==> config.mk <==
export PLATFORM = sky130hd
export DESIGN_NAME = fpcvt_pipe_flat
export DESIGN_NICKNAME = d
export VERILOG_FILES = /design/src/rtl/fpcvt_pkg.sv /design/src/rtl/fpcvt_if.sv /design/src/rtl/fpcvt_lead_enc.sv /design/src/rtl/fpcvt_pipe.sv /design/src/flat_wrapper.sv
export SDC_FILE = /design/constraint.sdc
export NUM_CORES = 1
export LEC_CHECK = 0
export CORE_MARGIN = 2
export CORE_UTILIZATION = 50
export CTS_CLUSTER_DIAMETER = 100
export DETAILED_ROUTE_END_ITERATION = 8
export GPL_ROUTABILITY_DRIVEN = 1
export PLACE_DENSITY_LB_ADDON = 0.2
export SLEW_MARGIN = 5
export SYNTH_ARGS = -nofsm -noshare
export SYNTH_HDL_FRONTEND = slang
export SYNTH_SLANG_ARGS = --single-unit
export TNS_END_PERCENT = 50
==> constraint.sdc <==
create_clock -name clk -period 1.9 [get_ports clk]
set_input_delay 0.285 -clock clk [delete_from_list [all_inputs] [get_ports clk]]
set_output_delay 0.285 -clock clk [all_outputs]
set_load 0.01 [all_outputs]
==> src/rtl/fpcvt_pkg.sv <==
// fpcvt_pkg: shared defaults and width helpers for the fpcvt_pipe two's-complement to float converter.
//   IN_W_D/EXP_W_D/MAN_W_D : default input, exponent and mantissa widths (12 -> S/E3/F4)
//   E_MAX                  : largest exponent for the default format
//   LZ_W                   : width of the unclamped exponent for the default input width
//   lz_w()                 : same width for any input width
package fpcvt_pkg;
    localparam int IN_W_D = 12;
    localparam int EXP_W_D = 3;
    localparam int MAN_W_D = 4;
    localparam int E_MAX = 2**EXP_W_D - 1;
    localparam int LZ_W = $clog2(IN_W_D + 1);
    function automatic int lz_w(input int in_w);
        return $clog2(in_w + 1);
    endfunction
endpackage

==> src/rtl/fpcvt_if.sv <==
// fpcvt_if: valid/ready stream bundle for fpcvt_pipe.
//   in_valid/in_ready/in_data                 : sample input channel
//   out_valid/out_ready/out_s/out_e/out_f/out_sat : result output channel
//   slave modport for the converter, master modport for the producer/consumer side
interface fpcvt_if
    import fpcvt_pkg::*;
#(
    parameter int IN_W = IN_W_D,
    parameter int EXP_W = EXP_W_D,
    parameter int MAN_W = MAN_W_D
);
    logic in_valid;
    logic in_ready;
    logic [IN_W-1:0] in_data;
    logic out_valid;
    logic out_ready;
    logic out_s;
    logic [EXP_W-1:0] out_e;
    logic [MAN_W-1:0] out_f;
    logic out_sat;
    modport slave(input in_valid, in_data, out_ready,
                  output in_ready, out_valid, out_s, out_e, out_f, out_sat);
    modport master(output in_valid, in_data, out_ready,
                   input in_ready, out_valid, out_s, out_e, out_f, out_sat);
endinterface

==> src/rtl/fpcvt_lead_enc.sv <==
// fpcvt_lead_enc: combinational leading-one encoder for fpcvt_pipe stage 2.
//   m  : unsigned magnitude
//   e0 : unclamped exponent max(0, bitlen(m) - MAN_W)
//   f0 : MAN_W bits of m starting at e0
//   r  : bit just below f0 (rounding bit), 0 when e0 = 0
module fpcvt_lead_enc
    import fpcvt_pkg::*;
#(
    parameter int IN_W = IN_W_D,
    parameter int MAN_W = MAN_W_D,
    parameter int LZW = lz_w(IN_W)
) (
    input  logic [IN_W-1:0]  m,
    output logic [LZW-1:0]   e0,
    output logic [MAN_W-1:0] f0,
    output logic             r
);
    logic [LZW-1:0] len;
    always_comb begin
        len = '0;
        for (int i = 0; i < IN_W; i++)
            if (m[i]) len = LZW'(i + 1);
        e0 = (len > LZW'(MAN_W)) ? len - LZW'(MAN_W) : '0;
        // the appended zero makes the rounding bit fall out of the same shift, and read 0 when e0 = 0
        {f0, r} = (MAN_W + 1)'({m, 1'b0} >> e0);
    end
endmodule

==> src/rtl/fpcvt_pipe.sv <==
// fpcvt_pipe: 3-stage pipelined two's-complement -> sign/exponent/mantissa converter, value = (-1)^S * F * 2^E.
//   clk     : rising-edge clock
//   rst     : asynchronous active-high reset, flushes all stages
//   bus     : fpcvt_if.slave stream (in_valid/in_ready/in_data, out_valid/out_ready/out_s/out_e/out_f/out_sat)
//   sat_cnt : saturated-result counter, present only when FPCVT_SAT_CNT_EN is defined
module fpcvt_pipe
    import fpcvt_pkg::*;
#(
    parameter int IN_W = IN_W_D,
    parameter int EXP_W = EXP_W_D,
    parameter int MAN_W = MAN_W_D
) (
    input logic clk,
    input logic rst,
    fpcvt_if.slave bus
`ifdef FPCVT_SAT_CNT_EN
    ,
    output logic [15:0] sat_cnt
`endif
);
    localparam int LZW = lz_w(IN_W);
    localparam int EMAX = 2**EXP_W - 1;
    logic adv;
    logic v1, s1, v2, s2, r2, r0, sat;
    logic [IN_W-1:0] m1;
    logic [LZW-1:0] e0, e2;
    logic [MAN_W-1:0] f0, f2, f;
    logic [MAN_W:0] f1;
    logic [LZW:0] e1;
    assign adv = !bus.out_valid || bus.out_ready;
    assign bus.in_ready = adv;
    fpcvt_lead_enc #(.IN_W(IN_W), .MAN_W(MAN_W), .LZW(LZW)) u_enc (.m(m1), .e0(e0), .f0(f0), .r(r0));
    // a rounding carry out of the mantissa leaves 1000..0 in f1[MAN_W:1] and bumps the exponent
    assign f1 = {1'b0, f2} + (MAN_W + 1)'(r2);
    assign e1 = {1'b0, e2} + (LZW + 1)'(f1[MAN_W]);
    assign f = f1[MAN_W] ? f1[MAN_W:1] : f1[MAN_W-1:0];
    assign sat = int'(e1) > EMAX;
    always_ff @(posedge clk or posedge rst) begin
        if (rst) begin
            v1 <= 1'b0;
            s1 <= 1'b0;
            m1 <= '0;
            v2 <= 1'b0;
            s2 <= 1'b0;
            e2 <= '0;
            f2 <= '0;
            r2 <= 1'b0;
            bus.out_valid <= 1'b0;
            bus.out_s <= 1'b0;
            bus.out_e <= '0;
            bus.out_f <= '0;
            bus.out_sat <= 1'b0;
        end else if (adv) begin
            v1 <= bus.in_valid;
            s1 <= bus.in_data[IN_W-1];
            // negating the most-negative code yields 100..0, read as unsigned 2^(IN_W-1)
            m1 <= bus.in_data[IN_W-1] ? -bus.in_data : bus.in_data;
            v2 <= v1;
            s2 <= s1;
            e2 <= e0;
            f2 <= f0;
            r2 <= r0;
            bus.out_valid <= v2;
            bus.out_s <= s2;
            bus.out_e <= sat ? '1 : EXP_W'(e1);
            bus.out_f <= sat ? '1 : f;
            bus.out_sat <= sat;
        end
    end
`ifdef FPCVT_SAT_CNT_EN
    always_ff @(posedge clk or posedge rst) begin
        if (rst) sat_cnt <= '0;
        else if (bus.out_valid && bus.out_ready && bus.out_sat && sat_cnt != 16'hFFFF) sat_cnt <= sat_cnt + 16'd1;
    end
`endif
endmodule
==> src/flat_wrapper.sv <==
// flat-port wrapper written by rule: the top's interface ports become plain ports
module fpcvt_pipe_flat import fpcvt_pkg::*;
#(
    parameter int IN_W = IN_W_D,
    parameter int EXP_W = EXP_W_D,
    parameter int MAN_W = MAN_W_D
)
  (clk, rst, bus_in_valid, bus_in_data, bus_out_ready, bus_in_ready, bus_out_valid, bus_out_s, bus_out_e, bus_out_f, bus_out_sat);
  fpcvt_if #(.IN_W(IN_W), .EXP_W(EXP_W), .MAN_W(MAN_W)) bus_i ();
  input logic clk;
  input logic rst;
  input wire logic [$bits(bus_i.in_valid)-1:0] bus_in_valid;
  input wire logic [$bits(bus_i.in_data)-1:0] bus_in_data;
  input wire logic [$bits(bus_i.out_ready)-1:0] bus_out_ready;
  output wire logic [$bits(bus_i.in_ready)-1:0] bus_in_ready;
  output wire logic [$bits(bus_i.out_valid)-1:0] bus_out_valid;
  output wire logic [$bits(bus_i.out_s)-1:0] bus_out_s;
  output wire logic [$bits(bus_i.out_e)-1:0] bus_out_e;
  output wire logic [$bits(bus_i.out_f)-1:0] bus_out_f;
  output wire logic [$bits(bus_i.out_sat)-1:0] bus_out_sat;
  assign bus_i.in_valid = bus_in_valid;
  assign bus_i.in_data = bus_in_data;
  assign bus_i.out_ready = bus_out_ready;
  assign bus_in_ready = bus_i.in_ready;
  assign bus_out_valid = bus_i.out_valid;
  assign bus_out_s = bus_i.out_s;
  assign bus_out_e = bus_i.out_e;
  assign bus_out_f = bus_i.out_f;
  assign bus_out_sat = bus_i.out_sat;
  fpcvt_pipe #(.IN_W(IN_W), .EXP_W(EXP_W), .MAN_W(MAN_W)) u_core (.clk(clk), .rst(rst), .bus(bus_i));
endmodule
# Yosys cells after proc, flatten, opt, wreduce, memory -nomap -nowiden
# Cells that the tools add are included.
# word_totals
mem_count	0
ram_bits	0
latchBits	0
wordCells	39
inputBits	16
out_inout_bits	11
regBits	35
mem_bits_ro	0
# op_classes
n_eq_ne	0
reduce_logical	2
n_mul	0
add_sub_neg	4
muxes	17
shifts	1
div	0
bitwise	0
n_lt_le_gt_ge	2
# op_table
op	n
$mux 4	14
$shr 13x4->5	1
$mux 12	1
$neg 12->12	1
$add 4x1->5	2
$gt 5x3->1 const B	1
$gt 4x3->1 const B	1
$sub 4x3->4 const B	1
$mux 3	1
$logic_not 1->1	1
$logic_or 1x1->1	1
$mux 1	1

# Depth between registers and ports, before layout
# depth
ltp_word	15
mapped_depth	8
ltp_nobuf	8

# Hierarchy
# Synthesis repeated with hierarchy kept, for this count alone.
# hier_totals
hier_cells	259
area_unflattened_um2	2167.1
# modules_own_cells
module	instances	area_each_um2	cells_per_inst
fpcvt_pipe	1	1677.9	184
fpcvt_lead_enc	1	489.2	75

# Worst setup path after synthesis
# OpenSTA, ideal clock, no wires.
# synth_path
path_kind	reg2reg
start	register u_core.f2[0]
end	register u_core.bus.out_e[0]
t_required_ps	1779
period_less_slack_ps	2042
setup_ps	121
path_stages_with_launch	9
t_arrival_ps	1921
path_buffers	0
slack_ps	-142
path_cell_list	dfrtp_1 ha_1 ha_1 and3_1 ha_1 ha_1 nor3b_1 o21ai_1 o22a_1
# synth_between
elab_chain_cells	4
# synth_lines
element	line_no	rtl
from (decl)	fpcvt_pipe.sv:27	logic [MAN_W-1:0] f0, f2, f;
from (signal assigned)	fpcvt_pipe.sv:46	f2 <= '0;
from (signal assigned)	fpcvt_pipe.sv:61	f2 <= f0;
$add 4x1->5 (*)	fpcvt_pipe.sv:34	assign f1 = {1'b0, f2} + (MAN_W + 1)'(r2);
$add 4x1->5 (*)	fpcvt_pipe.sv:35	assign e1 = {1'b0, e2} + (LZW + 1)'(f1[MAN_W]);
$gt 5x3->1	fpcvt_pipe.sv:37	assign sat = int'(e1) > EMAX;
$mux 3 (*)	fpcvt_pipe.sv:65	bus.out_e <= sat ? '1 : EXP_W'(e1);
to (signal assigned)	fpcvt_pipe.sv:65	
to (decl)	fpcvt_if.sv:22	output in_ready, out_valid, out_s, out_e, out_f, out_sat);
# Mark *: on every way between the ends. The rest lies on a longest branch, timed or not.
# A chain may end at the register's enable or synchronous reset.

# Worst setup path in the final report
# layout_path
start	register u_core.r2
end	register u_core.bus.out_f[1]
# layout_between
elab_chain_cells	4
word_cells_on_any_way	5
# layout_lines
element	line_no	rtl
from (decl)	fpcvt_pipe.sv:24	logic v1, s1, v2, s2, r2, r0, sat;
from (signal assigned)	fpcvt_pipe.sv:62	r2 <= r0;
$add 4x1->5 (*)	fpcvt_pipe.sv:34	
$add 4x1->5	fpcvt_pipe.sv:35	
$gt 5x3->1	fpcvt_pipe.sv:37	
$mux 4 (*)	fpcvt_pipe.sv:66	bus.out_f <= sat ? '1 : f;
to (signal assigned)	fpcvt_pipe.sv:66	
to (decl)	fpcvt_if.sv:22	
# Marks and branches as above.

==> impl_results.md <==
- Post-route minimum period: 1920 ps
- Reg clk slew, reported paths: 80 ps
- CTS tree: yes
- N_diodes: 0
- # rows: 23
- Combinational share of power: ~49%
- Vias per cell: between 5 and 6
- Placer Congestion: 0.916
- Hold Crit Class: in -> async
- Top FF cell, synth: dfrtp_1
- Slew margin rel.: 71.6%
- Worst R2R Setup Slack: -20 ps
- Final Cycle Share: 101%
- Area growth, synth to finish: 39.9%
- Setup TNS: -24.4 ps
- Synth Area in Adders: 2.98%
- Register area: slightly below 900 µm²
- Max Root-Sink Buffers: 2
- Avg WL per Cell: 14.2 µm
- Post-synth EDFFs: 0
- Peak supply drop: 745 µV
- Largest net degree at the start of global routing: 36
- Cell taking the most area after synthesis: dfrtp_1
- Area occupied by multi-input gates: between 0.001 and 0.0015 mm²
- Leak: between 1 and 1.5 nW
- Post-Syn Nets: 256
- Ys Warns: 0
- Num CTS Buffers: 5
- Post-Synth XOR/XNOR Area: 4.18%
- Vias in the first global route: 1866
- Fillers: between 300 and 400
- Startpoint Class: flop
- Slew of the pin with the lowest slew margin: 426 ps
- Die Area: around 0.0047 mm²
- Chip width: 68.8 µm
- GR Util met2: between 40% and 50%
- Seq pwr share: between 30% and 40%
- Maximum clock rate: 520 MHz
- Starting DRC count in detailed routing: 141
- Most frequent cells in the layout: buf_4 (44), nand2_1 (39), dfrtp_1 (32)
- Worst R2R Path Depth: 8
- Final worst slack: -24.4 ps
- Most frequent CP cell: ha_4
- Global-route usage over all layers: 23.7%
- FFs w/ async S/R, synth: 100%
- CP required: 2080 ps
- Busiest layer in global routing: met2
- DRC errors left: 0
- Slowest-stage cell, CP: dfrtp_1
- Multiplexer area fraction after synthesis: 2.39%
- TritonRoute pass-1 iters: 4
- Int Power: 2.48 mW
- Routed Antenna Nets: 0
- Top-Level Pins: 27
- Cell Area, Synth: 0.00210 mm²
- Finished layout cell area: 0.00293 mm²
- Final slew viol count: 0
- Clk_lat worst skew: roughly 300 ps
- Sw frac: 36.7%
- Total Power: approximately 3.9 mW
- CTS sink cnt: 35
- Critical-path cell list: ha_2 -> ha_4 -> and3_4 -> ha_4 -> ha_4 -> nor3b_4 -> o21ai_4 -> o22a_1
- Share of the synthesized area in the top cell type: 41.8%
- CP delay by family, top: adder cells
- WHS: about 380 ps
- Crit Path Class: reg -> reg
- Max_cap viols: 0
- Placement Cell Area: 0.00272 mm²
- Status: complete, but fails checks
- Net load switching power: 1.44 mW
- Syn_area_per_cell: 8.92 µm²
- CP max FO: 7
- Post-synthesis simple-gate area fraction: 21.1%
- DR vias: 1971
- DIE HEIGHT: 68.8 µm
- Clock skew: 7.35 ps
- # port buffers: 26
- RSZ-0062 raised after global routing: true
- Clock root buffer: clkbuf_8
- CTS HTree Levels: 2
- Commonest non-fill, non-tap cell in the layout: buf_4
- Worst Path Arrival: ~2100 ps
- CP Buf/Inv Count: 0
- Ranking of synthesized cells by area: dfrtp_1 (42%), nand2_1 (7.0%), o21ai_0 (4.5%)
- Synthesis-stage register bit count: 35
- Layout cells sized above 1: 25.5%
- Clock power frac: 18.5%
- Failing checks: negative setup slack
- Crit. End Element: flop
- Cell variety after synth: 53
- Largest family of logic cells by synthesized area: compound AO/OA/AOI/OAI gates
- Met1 Use GR: approximately 28%
- WL final: approximately 5000 µm
- Largest incremental delay on the critical path: a little under 400 ps
- Pre-CTS setup slack: -115 ps
- # setup viols final: 1
- Nets: 322
- First-pass GRT wire length: 8200 µm
- Synth Area in Compound Gates: between 20% and 30%
- Syn Inst Count: about 240
- PD cells: 1340 mW/mm²
- GRT Residual Overflow: 0
- Initial Util: 52.0%
- Initial antenna violation count: 0
- Core Area: about 0.0040 mm²
- Final Hold Viols: 0
- CP Depth: 8
- Sequential fraction of the synthesis area: 41.8%
- GRT met3 Usage: 5.68%
- Post-DP HPWL: 3620 µm
-- layer usage --
| layer | vias up | wire, µm |
|---|---|---|
| met5 | - | 0 |
| met4 | 0 | 81 |
| met3 | 6 | 195 |
| met2 | 57 | 2530 |
| met1 | 929 | 2200 |
| li1 | 979 | - |
-- final timing paths --
kind / startpoint / endpoint
worst min register to register: u_core.v2 / u_core.bus.out_valid
worst min-delay path: rst / u_core.bus.out_e[1]
worst max-delay path: u_core.r2 / u_core.bus.out_f[1]
max in group asynchronous: rst / u_core.m1[8]
min in group clk: u_core.v2 / u_core.bus.out_valid
worst max register to register: u_core.r2 / u_core.bus.out_f[1]
-- layout make-up --
class                           count  share of cell area (%)
Tap cell                           50                    2.13
Clock inverter                      2                    1.32
Sequential cell                    35                    30.0
Inverter                            8                    1.02
Timing Repair Buffer               70                    20.2
Multi-Input combinational cell    181                    42.5
Clock buffer                        6                    2.81
-- Yosys cell counts, types with 2 or more instances --
library cell  count
nand2_1          39
dfrtp_1          35
o21ai_0          19
nor2_1           18
a21oi_1          13
inv_1             8
xor2_1            8
clkbuf_1          7
a31oi_1           6
o22a_1            6
ha_1              5
mux2i_1           5
nor2b_1           5
o31ai_1           5
nand2b_1          4
nand3_1           4
or3_1             4
nor3b_1           3
a211o_1           2
buf_1             2
buf_2             2
nor3_1            2
nor4_1            2
xnor2_1           2
-- worst min-delay path, delay by kind of cell --
| kind | cells | cell delay (ps) |
|---|---|---|
| buffers and inverters | 3 | 820 |
-- flip-flops by register name (all words and copies together), names as in the netlist --
signal and flops:
u_core.e2 4, u_core.bus.out_sat 1, u_core.m1 12, u_core.v1 1, u_core.bus.out_s 1, u_core.bus.out_valid 1, u_core.s2 1, u_core.r2 1
u_core.f2 4, u_core.v2 1, u_core.bus.out_f 4, u_core.s1 1, u_core.bus.out_e 3
-- stage by stage --
stage	cells	util, %
global route	352	72.8
finish	352	72.8
detailed placement	343	67.5
floorplan	235	-
global placement	343	67.5
CTS	352	71.6
-- power by group through the flow --
stage / Combinational, mW / Sequential, mW / Clock [mW]
finish: 1.93 / 1.27 / 0.726
global route: 2.12 / 1.31 / 0.758
floorplan: 0.973 / 1.25 / 0
CTS: 1.89 / 1.24 / 0.737
global placement: 1.78 / 1.23 / 0
detailed placement: 1.82 / 1.24 / 0
-- what timing repair did --
| item | in CTS | in global routing |
|---|---|---|
| pin swaps | 7 | 4 |
| hold buffers | 0 | 0 |
| setup buffers | 1 | 0 |
| resized for setup | 5 | 13 |
| setup endpoints to repair | 7 | 11 |
-- kinds of logic (layout without fill, tap and decap cells) --
family,count (synthesis),count (layout)
compound gates,71,71
mux,5,5
simple gates,90,90
fa+ha+maj,5,5
buf+inv,19,86
xor+xnor,10,10
flops,35,35
Note: power is estimated with default switching activity, not from simulation.
